### config.mk
export PLATFORM = sky130hd
export DESIGN_NAME = vstu_addrgen
export DESIGN_NICKNAME = d
export VERILOG_FILES = /design/src/rtl/vstu_addrgen.sv
export SDC_FILE = /design/constraint.sdc
export NUM_CORES = 1
export LEC_CHECK = 0
export CAP_MARGIN = 20
export CORE_MARGIN = 8
export CORE_UTILIZATION = 35
export DETAILED_ROUTE_END_ITERATION = 10
export GPL_TIMING_DRIVEN = 0
export HOLD_SLACK_MARGIN = 0.15
export PLACE_DENSITY = 0.52
export SLEW_MARGIN = 20
export SYNTH_ARGS = -nofsm -noshare
export SYNTH_HDL_FRONTEND = slang
export SYNTH_SLANG_ARGS = --single-unit
### constraint.sdc
create_clock -name clk_i -period 22.3 [get_ports clk_i]
set_input_delay 3.345 -clock clk_i [delete_from_list [all_inputs] [get_ports clk_i]]
set_output_delay 3.345 -clock clk_i [all_outputs]
set_load 0.03 [all_outputs]
### src/rtl/vstu_addrgen.sv
// vstu_addrgen: splits unit-stride vector store requests into AXI INCR bursts and queues them for the store unit
module vstu_addrgen #(
  parameter int unsigned AxiDataWidth = 128,
  parameter int unsigned AxiAddrWidth = 64,
  parameter int unsigned BytesWidth   = 32,
  parameter int unsigned QueueDepth   = 4
) (
  input  logic                    clk_i,
  input  logic                    rst_ni,
  input  logic                    req_valid_i,
  output logic                    req_ready_o,
  input  logic [AxiAddrWidth-1:0] req_addr_i,
  input  logic [BytesWidth-1:0]   req_bytes_i,
  output logic [AxiAddrWidth-1:0] aw_addr_o,
  output logic [7:0]              aw_len_o,
  output logic [2:0]              aw_size_o,
  output logic [1:0]              aw_burst_o,
  output logic                    aw_valid_o,
  input  logic                    aw_ready_i,
  output logic [AxiAddrWidth-1:0] ag_addr_o,
  output logic [2:0]              ag_size_o,
  output logic [7:0]              ag_len_o,
  output logic                    ag_is_load_o,
  output logic                    ag_valid_o,
  input  logic                    ag_ready_i,
  output logic                    busy_o
);
  localparam int unsigned B     = AxiDataWidth / 8;
  localparam int unsigned SizeW = $clog2(B);
  localparam int unsigned W     = BytesWidth + 2;
  localparam int unsigned PtrW  = QueueDepth > 1 ? $clog2(QueueDepth) : 1;
  localparam int unsigned CntW  = $clog2(QueueDepth + 1);
  localparam logic [2:0]  Size  = 3'(SizeW);

  typedef enum logic {IDLE, SPLIT} state_t;

  state_t                  state_q, state_d;
  logic [AxiAddrWidth-1:0] cur_addr_q, pend_addr_q, aligned;
  logic [BytesWidth-1:0]   rem_q, rem_next;
  logic [W-1:0]            off, need, page, beats_np, beats, span, tail, consumed;
  logic [7:0]              len;
  logic                    load, push, pop, slot_free, space;
  logic [PtrW-1:0]         wr_ptr_q, rd_ptr_q;
  logic [CntW-1:0]         cnt_q;
  logic [AxiAddrWidth-1:0] mem_addr [QueueDepth];
  logic [7:0]              mem_len  [QueueDepth];

  // Next burst geometry: beat alignment, 4 KiB page limit and 256-beat cap
  always_comb begin
    off       = W'(cur_addr_q[SizeW-1:0]);
    aligned   = {cur_addr_q[AxiAddrWidth-1:SizeW], SizeW'(0)};
    need      = (off + W'(rem_q) + W'(B - 1)) >> SizeW;
    page      = (W'(4096) - W'(aligned[11:0])) >> SizeW;
    beats_np  = need < page ? need : page;
    beats     = beats_np > W'(256) ? W'(256) : beats_np;
    span      = beats << SizeW;
    tail      = span - off;
    consumed  = tail < W'(rem_q) ? tail : W'(rem_q);
    len       = 8'(beats - W'(1));
    rem_next  = rem_q - BytesWidth'(consumed);
    push      = aw_valid_o && aw_ready_i;
    pop       = ag_valid_o && ag_ready_i;
    slot_free = !aw_valid_o || aw_ready_i;
    space     = ({1'b0, cnt_q} + (CntW + 1)'(push)) < (CntW + 1)'(QueueDepth);
    load      = state_q == SPLIT && rem_q != '0 && slot_free && space;
  end

  // Request acceptance and return to IDLE once the final burst is loaded
  always_comb begin
    state_d = state_q;
    if (state_q == IDLE)
      state_d = req_valid_i && req_bytes_i != '0 ? SPLIT : IDLE;
    else if (load && rem_next == '0)
      state_d = IDLE;
  end

  // State, running address and remaining byte count
  always_ff @(posedge clk_i or negedge rst_ni) begin
    if (!rst_ni) begin
      state_q    <= IDLE;
      cur_addr_q <= '0;
      rem_q      <= '0;
    end else begin
      state_q <= state_d;
      if (state_q == IDLE && req_valid_i) begin
        cur_addr_q <= req_addr_i;
        rem_q      <= req_bytes_i;
      end else if (load) begin
        cur_addr_q <= aligned + AxiAddrWidth'(span);
        rem_q      <= rem_next;
      end
    end
  end

  // AW register holds stable until handshake; reloads on the same edge when possible
  always_ff @(posedge clk_i or negedge rst_ni) begin
    if (!rst_ni) begin
      aw_valid_o  <= 1'b0;
      aw_addr_o   <= '0;
      aw_len_o    <= '0;
      pend_addr_q <= '0;
    end else if (load) begin
      aw_valid_o  <= 1'b1;
      aw_addr_o   <= aligned;
      aw_len_o    <= len;
      pend_addr_q <= cur_addr_q;
    end else if (aw_ready_i) begin
      aw_valid_o <= 1'b0;
    end
  end

  // Queue storage, written on AW handshake
  always_ff @(posedge clk_i) begin
    if (push) begin
      mem_addr[wr_ptr_q] <= pend_addr_q;
      mem_len[wr_ptr_q]  <= aw_len_o;
    end
  end

  // Queue pointers and occupancy, wrapping modulo depth
  always_ff @(posedge clk_i or negedge rst_ni) begin
    if (!rst_ni) begin
      wr_ptr_q <= '0;
      rd_ptr_q <= '0;
      cnt_q    <= '0;
    end else begin
      if (push) wr_ptr_q <= wr_ptr_q == PtrW'(QueueDepth - 1) ? '0 : wr_ptr_q + 1'b1;
      if (pop) rd_ptr_q <= rd_ptr_q == PtrW'(QueueDepth - 1) ? '0 : rd_ptr_q + 1'b1;
      cnt_q <= cnt_q + CntW'(push) - CntW'(pop);
    end
  end

  assign req_ready_o  = state_q == IDLE;
  assign aw_size_o    = aw_valid_o ? Size : 3'd0;
  assign aw_burst_o   = 2'b01;
  assign ag_valid_o   = cnt_q != '0;
  assign ag_addr_o    = ag_valid_o ? mem_addr[rd_ptr_q] : '0;
  assign ag_len_o     = ag_valid_o ? mem_len[rd_ptr_q] : '0;
  assign ag_size_o    = ag_valid_o ? Size : 3'd0;
  assign ag_is_load_o = 1'b0;
  assign busy_o       = state_q == SPLIT || aw_valid_o || ag_valid_o;
endmodule

==> impl_metrics.prom <==
# TYPE chip_impl_metric gauge
chip_impl_metric{name="io_buffers",unit=""} 246
chip_impl_metric{name="worst_path_largest_cell_delay",unit="ns"} 0.73
chip_impl_info{name="post-synth-top-area-cell",value="sky130_fd_sc_hd__edfxtp_1"} 1
chip_impl_metric{name="placed_area",unit="µm²"} 29200
chip_impl_metric{name="timing_worst_slew_pin_value",unit="ns"} 1.10
chip_impl_info{name="dominant_combinational_cell_family_by_area_after_synthesis",value="simple AND/OR/NAND/NOR gates"} 1
chip_impl_metric{name="max_cap_viol_count",unit=""} 0
chip_impl_metric{name="setup_total_negative_slack",unit="ns"} 0
chip_impl_metric{name="cts_htree_levels",unit=""} 2
chip_impl_metric{name="ctsLongestPathBuffers",unit=""} 3
chip_impl_metric{name="timing.final.setup_violations",unit=""} 0
chip_impl_info{name="critical_path.endpoint_type",value="flip-flop"} 1
chip_impl_metric{name="post_cts.resized_instances",unit=""} 0
chip_impl_metric{name="route.detailed.drc",unit=""} 0
chip_impl_metric{name="grt_pass1_wl",unit="µm"} 124000
chip_impl_metric{name="vdd.ir_drop.worst",unit="V"} 0.0000875
chip_impl_metric{name="wirelength",unit="µm"} 82500
chip_impl_metric{name="starting_drc_count_in_detailed_routing",unit=""} 1467
chip_impl_metric{name="power.share.switching",unit=""} 0.449
chip_impl_metric{name="die-height",unit="µm"} 285
chip_impl_info{name="criticalPathCategory",value="reg -> reg"} 1
chip_impl_metric{name="gp_congestion",unit=""} 0.918
chip_impl_metric{name="synth_warnings",unit=""} 0
chip_impl_metric{name="share_of_post_route_cells_with_drive_strength_above_1",unit=""} 0.100
chip_impl_metric{name="post-cts-setup-buffer-count",unit=""} 0
chip_impl_metric{name="post_cts_clock_slew_at_the_launch_and_capture_registers_of_the_worst_setup_and_hold_paths",unit="ns"} 0.06
chip_impl_metric{name="period_utilization_post_route",unit=""} 0.682
chip_impl_metric{name="rows",unit=""} 98
chip_impl_metric{name="synth-xor-area-share",unit=""} 0.0263
chip_impl_metric{name="max_freq",unit="MHz"} 65.7
chip_impl_metric{name="vias",unit=""} 19343
chip_impl_metric{name="post_drt_wl_per_cell",unit="µm"} 22.9
chip_impl_metric{name="ys_seq_elements",unit=""} 465
chip_impl_metric{name="synth_edf_count",unit=""} 288
chip_impl_metric{name="fraction_of_the_mapped_netlist_area_in_simple_logic_gates",unit=""} 0.148
chip_impl_info{name="tritoncts",value="yes"} 1
chip_impl_metric{name="timing.critical_path.buf_inv",unit=""} 7
chip_impl_metric{name="p_total",unit="W"} 0.00510
chip_impl_metric{name="pwr-share-comb",unit=""} 0.558
chip_impl_metric{name="netSwitchingPower",unit="W"} 0.00229
chip_impl_info{name="critical_path.slowest_cell",value="sky130_fd_sc_hd__nor2_1"} 1
chip_impl_metric{name="viasPerCell",unit=""} 5.37
chip_impl_metric{name="ios",unit=""} 258
chip_impl_metric{name="clock_skew",unit="ns"} 0.0301
chip_impl_metric{name="power.share.sequential",unit=""} 0.272
chip_impl_metric{name="final-hold-violation-count",unit=""} 0
chip_impl_metric{name="synth.top_cell.area_share",unit=""} 0.342
chip_impl_metric{name="finish.net_count",unit=""} 2826
chip_impl_metric{name="cts_sinks",unit=""} 465
chip_impl_metric{name="count_of_pins_over_their_slew_limit",unit=""} 0
chip_impl_metric{name="grt.total_usage",unit=""} 0.198
chip_impl_info{name="ys_top_cells_by_count",value="339 x sky130_fd_sc_hd__nand2_1, 288 x sky130_fd_sc_hd__edfxtp_1, 177 x sky130_fd_sc_hd__dfrtp_1"} 1
chip_impl_metric{name="dieArea",unit="µm²"} 81000
chip_impl_metric{name="cts-hold-fix-buffers",unit=""} 0
chip_impl_metric{name="synth.mux.area_fraction",unit=""} 0.0715
chip_impl_info{name="holdCritPathClass",value="reg -> reg"} 1
chip_impl_info{name="min_from",value="cur_addr_q[19]$_DFFE_PN0P_"} 1
chip_impl_metric{name="multi_input_area",unit="µm²"} 11000
chip_impl_metric{name="fraction_of_the_yosys_area_taken_by_sequential_cells",unit=""} 0.518
chip_impl_info{name="critical_path.most_common_cell",value="sky130_fd_sc_hd__ha_1"} 1
chip_impl_metric{name="dieWidth",unit="µm"} 285
chip_impl_metric{name="start_util",unit=""} 0.353
chip_impl_metric{name="p_int",unit="W"} 0.00281
chip_impl_metric{name="clk-insertion-delay-late",unit="ns"} 0.61
chip_impl_metric{name="synth-compound-area-share",unit=""} 0.126
chip_impl_metric{name="post-dp-hpwl",unit="µm"} 62400
chip_impl_info{name="critPathLaunchType",value="flip-flop"} 1
chip_impl_metric{name="number_of_global_route_vias_before_repair",unit=""} 19786
chip_impl_info{name="worstReg2RegStart",value="cur_addr_q[2]$_DFFE_PN0P_"} 1
chip_impl_metric{name="area_growth",unit="%"} 22.5
chip_impl_info{name="critical-path-top-delay-family",value="compound AO/OA/AOI/OAI gates"} 1
chip_impl_info{name="run_status",value="finished clean"} 1
chip_impl_metric{name="postSynth.asyncResetShare",unit=""} 0.381
chip_impl_info{name="synth_most_common_cell",value="sky130_fd_sc_hd__nand2_1"} 1
chip_impl_metric{name="antenna_violating_nets_post_route",unit=""} 0
chip_impl_metric{name="syn_avg_cell_area",unit="µm²"} 11.1
chip_impl_metric{name="worstPathArrival",unit="ns"} 15.63
chip_impl_metric{name="drtPass1Iterations",unit=""} 5
chip_impl_metric{name="core_area",unit="µm²"} 71500
chip_impl_metric{name="grt_overflow_total",unit=""} 0
chip_impl_info{name="setup.worst_path.start",value="cur_addr_q[2]$_DFFE_PN0P_"} 1
chip_impl_metric{name="layout.filler_cells",unit=""} 6768
chip_impl_metric{name="cellPowerDensity",unit="nW/µm²"} 165
chip_impl_info{name="unrepaired_setup_endpoints_after_global_routing",value="false"} 1
chip_impl_info{name="synth_area_leaders",value="sky130_fd_sc_hd__edfxtp_1 34%, sky130_fd_sc_hd__dfrtp_1 18%, sky130_fd_sc_hd__mux4_2 6.4%"} 1
chip_impl_metric{name="finish.instance_area",unit="µm²"} 30900
chip_impl_metric{name="number_of_antenna_violations_at_the_first_check_in_global_routing",unit=""} 3
chip_impl_metric{name="share_clk_of_total_power",unit=""} 0.170
chip_impl_metric{name="wp_data_required",unit="ns"} 22.71
chip_impl_metric{name="tightest_slew_margin_relative_to_the_limit",unit=""} 0.269
chip_impl_metric{name="timing.critical_path.fanout_max",unit=""} 10
chip_impl_info{name="synthFlopType",value="sky130_fd_sc_hd__edfxtp_1"} 1
chip_impl_metric{name="synth_cell_types",unit=""} 83
chip_impl_metric{name="tritoncts.num_buffers",unit=""} 50
chip_impl_metric{name="yosys.area_share.adder",unit=""} 0.0593
chip_impl_metric{name="min_period",unit="ns"} 15.22
chip_impl_info{name="cts.root.buffer_cell",value="sky130_fd_sc_hd__clkbuf_16"} 1
chip_impl_metric{name="seq_area",unit="µm²"} 13100
chip_impl_metric{name="post_synth_design_cell_area",unit="µm²"} 25300
chip_impl_metric{name="cellLeakagePower",unit="nW"} 12.2
chip_impl_metric{name="syn_inst",unit=""} 2272
chip_impl_metric{name="grt_start_max_net_pins",unit=""} 70
==> through the flow <==
stage | utilization | instances | setup WS (ns) | hold WS [ns]
after floorplan | - | 2301 | 11.48 | 0.468
after global placement | 0.406 | 3497 | 7.24 | 0.495
after detailed placement | 0.409 | 3505 | 7.18 | 0.500
after CTS | 0.433 | 3599 | 7.15 | 0.519
after global routing | 0.433 | 3599 | 6.14 | 0.536
final | 0.433 | 3600 | 7.08 | 0.510
==> registers in the layout (all words and copies together) (netlist names), 2 cells and up <==
| register | flops |
|---|---|
| aw_len_o | 8 |
| cnt_q | 3 |
| cur_addr_q | 64 |
| wr_ptr_q | 2 |
| mem_addr | 256 |
| rem_q | 32 |
| pend_addr_q | 64 |
| rd_ptr_q | 2 |
| mem_len | 32 |
==> kinds of logic (layout without fill, tap and decap cells) <==
| logic type | count (synthesis) | count (layout) |
|---|---|---|
| buffers and inverters | 268 | 616 |
| AOI/OAI and AO/OA | 475 | 475 |
| adders and majority gates | 118 | 118 |
| muxes | 90 | 90 |
| other | 2 | 32 |
| xor gates and xnor gates | 76 | 76 |
| DFF | 465 | 465 |
| and+or+nand+nor | 778 | 778 |
==> metal layers <==
layer | part of all wire | vias up | GRT usage
li1 | - | 9017 | -
met4 | 0.019 | 2 | 0.0422
met1 | 0.45 | 9728 | 0.267
met5 | 0.00021 | - | 0
met2 | 0.48 | 509 | 0.336
met3 | 0.053 | 87 | 0.0290
==> layout by cell type (no fill, tap or decap), types with 38 or more instances in the layout <==
| cell type | instances |
|---|---|
| sky130_fd_sc_hd__inv_1 | 94 |
| sky130_fd_sc_hd__a21o_1 | 41 |
| sky130_fd_sc_hd__nand2_1 | 339 |
| sky130_fd_sc_hd__clkdlybuf4s50_1 | 245 |
| sky130_fd_sc_hd__dfrtp_1 | 177 |
| sky130_fd_sc_hd__xnor2_1 | 47 |
| sky130_fd_sc_hd__nand3_1 | 53 |
| sky130_fd_sc_hd__and2_1 | 84 |
| sky130_fd_sc_hd__mux4_2 | 72 |
| sky130_fd_sc_hd__clkbuf_1 | 94 |
| sky130_fd_sc_hd__buf_4 | 73 |
| sky130_fd_sc_hd__clkbuf_16 | 51 |
| sky130_fd_sc_hd__nor2_1 | 103 |
| sky130_fd_sc_hd__edfxtp_1 | 288 |
| sky130_fd_sc_hd__a22oi_1 | 45 |
| sky130_fd_sc_hd__nand4_1 | 38 |
| sky130_fd_sc_hd__o21ai_0 | 115 |
| sky130_fd_sc_hd__ha_1 | 115 |
| sky130_fd_sc_hd__a21oi_1 | 100 |
==> area by class of cell <==
cell class / count / share of cell area
Sequential cell: 465 / 0.423
Multi-Input combinational cell: 1568 / 0.357
Timing Repair Buffer: 254 / 0.0856
Clock buffer: 67 / 0.0445
Tap cell: 950 / 0.0384
Buffer: 173 / 0.0301
Inverter: 95 / 0.0115
Clock inverter: 27 / 0.0104
Antenna cell: 1 / 0.0000809
==> worst reg2reg max path: cells and delay by family, from the launching register on <==
kind / cells / cell delay (ns)
buffers and inverters: 7 / 1.79
AOI/OAI and AO/OA: 20 / 5.88
and+or+nand+nor: 13 / 4.65
adders and majority gates: 6 / 1.75
xor gates and xnor gates: 2 / 0.54
DFF: 1 / 0.42
==> path summary, 6_finish.rpt <==
path	end	slack [ns]	cells past startpoint
min in group asynchronous	rem_q[21]$_DFFE_PN0P_	2.64	1
min	pend_addr_q[19]$_DFFE_PN0P_	0.51	2
max reg2reg	state_q$_DFF_PN0_	7.08	48
max in group asynchronous	cnt_q[0]$_DFF_PN0_	18.56	3
min reg2reg	pend_addr_q[19]$_DFFE_PN0P_	0.51	2
max	state_q$_DFF_PN0_	7.08	48
==> power by group through the flow <==
stage / clock, W / sequential (W) / combinational [W]
5_1_grt: 0.000920 / 0.00142 / 0.00310
4_1_cts: 0.000886 / 0.00139 / 0.00286
3_5_place_dp: 0 / 0.00140 / 0.00285
3_3_place_gp: 0 / 0.00140 / 0.00281
2_1_floorplan: 0 / 0.00134 / 0.00189
6_report: 0.000868 / 0.00139 / 0.00285
No activity file was read; power rests on OpenSTA's default activity.
==> RTL edit: new RTL, config.mk and constraints unchanged <==
Change the parameter `BytesWidth` from 32 to 40.
--- a/src/rtl/vstu_addrgen.sv
+++ b/src/rtl/vstu_addrgen.sv
@@ -2,7 +2,7 @@
 module vstu_addrgen #(
   parameter int unsigned AxiDataWidth = 128,
   parameter int unsigned AxiAddrWidth = 64,
-  parameter int unsigned BytesWidth   = 32,
+  parameter int unsigned BytesWidth   = 40,
   parameter int unsigned QueueDepth   = 4
 ) (
   input  logic                    clk_i,
Ports: changed (resized req_bytes_i); port bits go from 258 to 266. The function was not compared with the original's and may differ.
==> RTL edit against the unedited design <==
Routed wire length is 7.6% higher; cell count is 8.9% higher; power is 7.6% higher; cell area is 6.6% higher; global-route usage is 0.25 points higher; area after synthesis is 6.8% higher; worst setup slack better by 1300 ps; sequential cell count is 8 higher; highest routed layer is now met4.
==> RTL edit: results (changes against the unedited design) <==
First-pass GRT wire length: 133,000 µm (+7.0%)
DP Worst Slack: 8400 ps (+1230 ps)
CP startpoint: cur_addr_q[2]$_DFFE_PN0P_
Net count, final: 3,088 (+9.3%)
R2R depth: 50 (+4.2%)
Gr usage total: 20.0% (+0.25 points)
Root Buffer: clkbuf_16
Area contributors post-synth: edfxtp_1 (32%), dfrtp_1 (17%), ha_1 (6.6%)
Share of cells above drive strength 1: 10.7% (+0.69 points)
Clock skew: 14.6 ps (-15.5 ps)
Port Buf Inserts: 254 (+3.3%)
Final HPWL DP: 67,700 µm (+8.5%)
Vias per inst: 5.36 (-0.19%)
Leakage: 0.0134 µW (+9.8%)
IR drop worst, VDD: 66.2 µV (-24%)
Worst Max-Slew Pin Slew: 1160 ps (+60.6 ps)
WL final: 88,800 µm (+7.6%)
Netlist cell types: 91 (+9.6%)
Minimum clock period: 13,880 ps (-1340 ps)
Run status: finished, final reports clean
Critical path arrival: 14,340 ps (-1290 ps)
Num CTS Buffers: 53 (+6.0%)
Top cells by count, synth: nand2_1 (354), edfxtp_1 (288), dfrtp_1 (185), ha_1 (142), inv_1 (124)
Largest net degree at the start of global routing: 95 (+36%)
Asr flop ratio synth: 39.1% (+1.0 points)
Vias in the first global route: 21,100 (+6.4%)
Starting DRT DRC Count: 1,484 (+1.2%)
Slowest cell on crit path: a21oi_1
Seq/Total Area, Yosys: 49.2% (-2.5 points)
[RTL edit: logic make-up after synthesis]
group / share of synthesized area (%)
buffers and inverters: 5.45
AND/OR/NAND/NOR: 14.8
flip-flops: 49.2
other: 0.0278
AO/OA/AOI/OAI: 13.4
multiplexers: 7.37
XOR/XNOR: 2.95
adder cells (fa/ha/maj): 6.81
[RTL edit: worst max-delay path: cells and delay by family, from the launching register on]
family | cells | cell delay [ps]
buffers and inverters | 9 | 1490
multiplexers | 3 | 700
AO/OA/AOI/OAI | 22 | 6990
AND/OR/NAND/NOR | 9 | 2040
adder cells (fa/ha/maj) | 6 | 1730
XOR/XNOR | 1 | 390
flip-flops | 1 | 400
[RTL edit: worst min-delay path by stage]
stage | slack, ps | depth (start not counted) | endpoint | startpoint
2_1_floorplan | 460 | 2 | pend_addr_q[45]$_DFFE_PN0P_ | cur_addr_q[45]$_DFFE_PN0P_
3_3_place_gp | 490 | 0 | mem_addr[2][1]$_DFFE_PP_ | pend_addr_q[1]$_DFFE_PN0P_
3_5_place_dp | 490 | 2 | pend_addr_q[33]$_DFFE_PN0P_ | cur_addr_q[33]$_DFFE_PN0P_
4_1_cts | 510 | 0 | mem_addr[1][2]$_DFFE_PP_ | pend_addr_q[2]$_DFFE_PN0P_
5_1_grt | 550 | 0 | mem_addr[1][2]$_DFFE_PP_ | pend_addr_q[2]$_DFFE_PN0P_
6_report | 520 | 2 | pend_addr_q[33]$_DFFE_PN0P_ | cur_addr_q[33]$_DFFE_PN0P_
[RTL edit: cell type report]
| cell class | count | area (µm²) |
|---|---|---|
| Antenna cell | 1 | 2.50 |
| Buffer | 185 | 1000 |
| Clock buffer | 67 | 1480 |
| Clock inverter | 33 | 322 |
| Fill cell | 7421 | 43800 |
| Inverter | 125 | 469 |
| Multi-Input combinational cell | 1734 | 12400 |
| Sequential cell | 473 | 13300 |
| Tap cell | 1040 | 1300 |
| Timing Repair Buffer | 262 | 2730 |
[RTL edit: report_power, final]
part           switching, µW  internal, µW  leakage [µW]  total [µW]
Sequential               233          1220       0.00500        1450
Combinational           1890          1250       0.00749        3140
Clock                    375           521      0.000874         896
Total                   2500          2980        0.0134        5490
[RTL edit: per-stage QoR]
step	instances	utilization [%]	hold slack (ps)	power (µW)
floorplan	2517	-	461	3500
global placement	3811	40.3	494	4560
detailed placement	3819	40.6	494	4610
CTS	3919	42.9	510	5520
global route	3920	42.9	547	5860
finish	3920	42.9	516	5490
[RTL edit: per-layer routing]
| metal | track usage (%) | vias up | wire length [µm] |
|---|---|---|---|
| li1 | - | 9784 | - |
| met1 | 27.9 | 10500 | 40700 |
| met2 | 33.1 | 641 | 41700 |
| met3 | 3.02 | 102 | 4890 |
| met4 | 4.21 | 0 | 1640 |
| met5 | 0 | - | 0 |
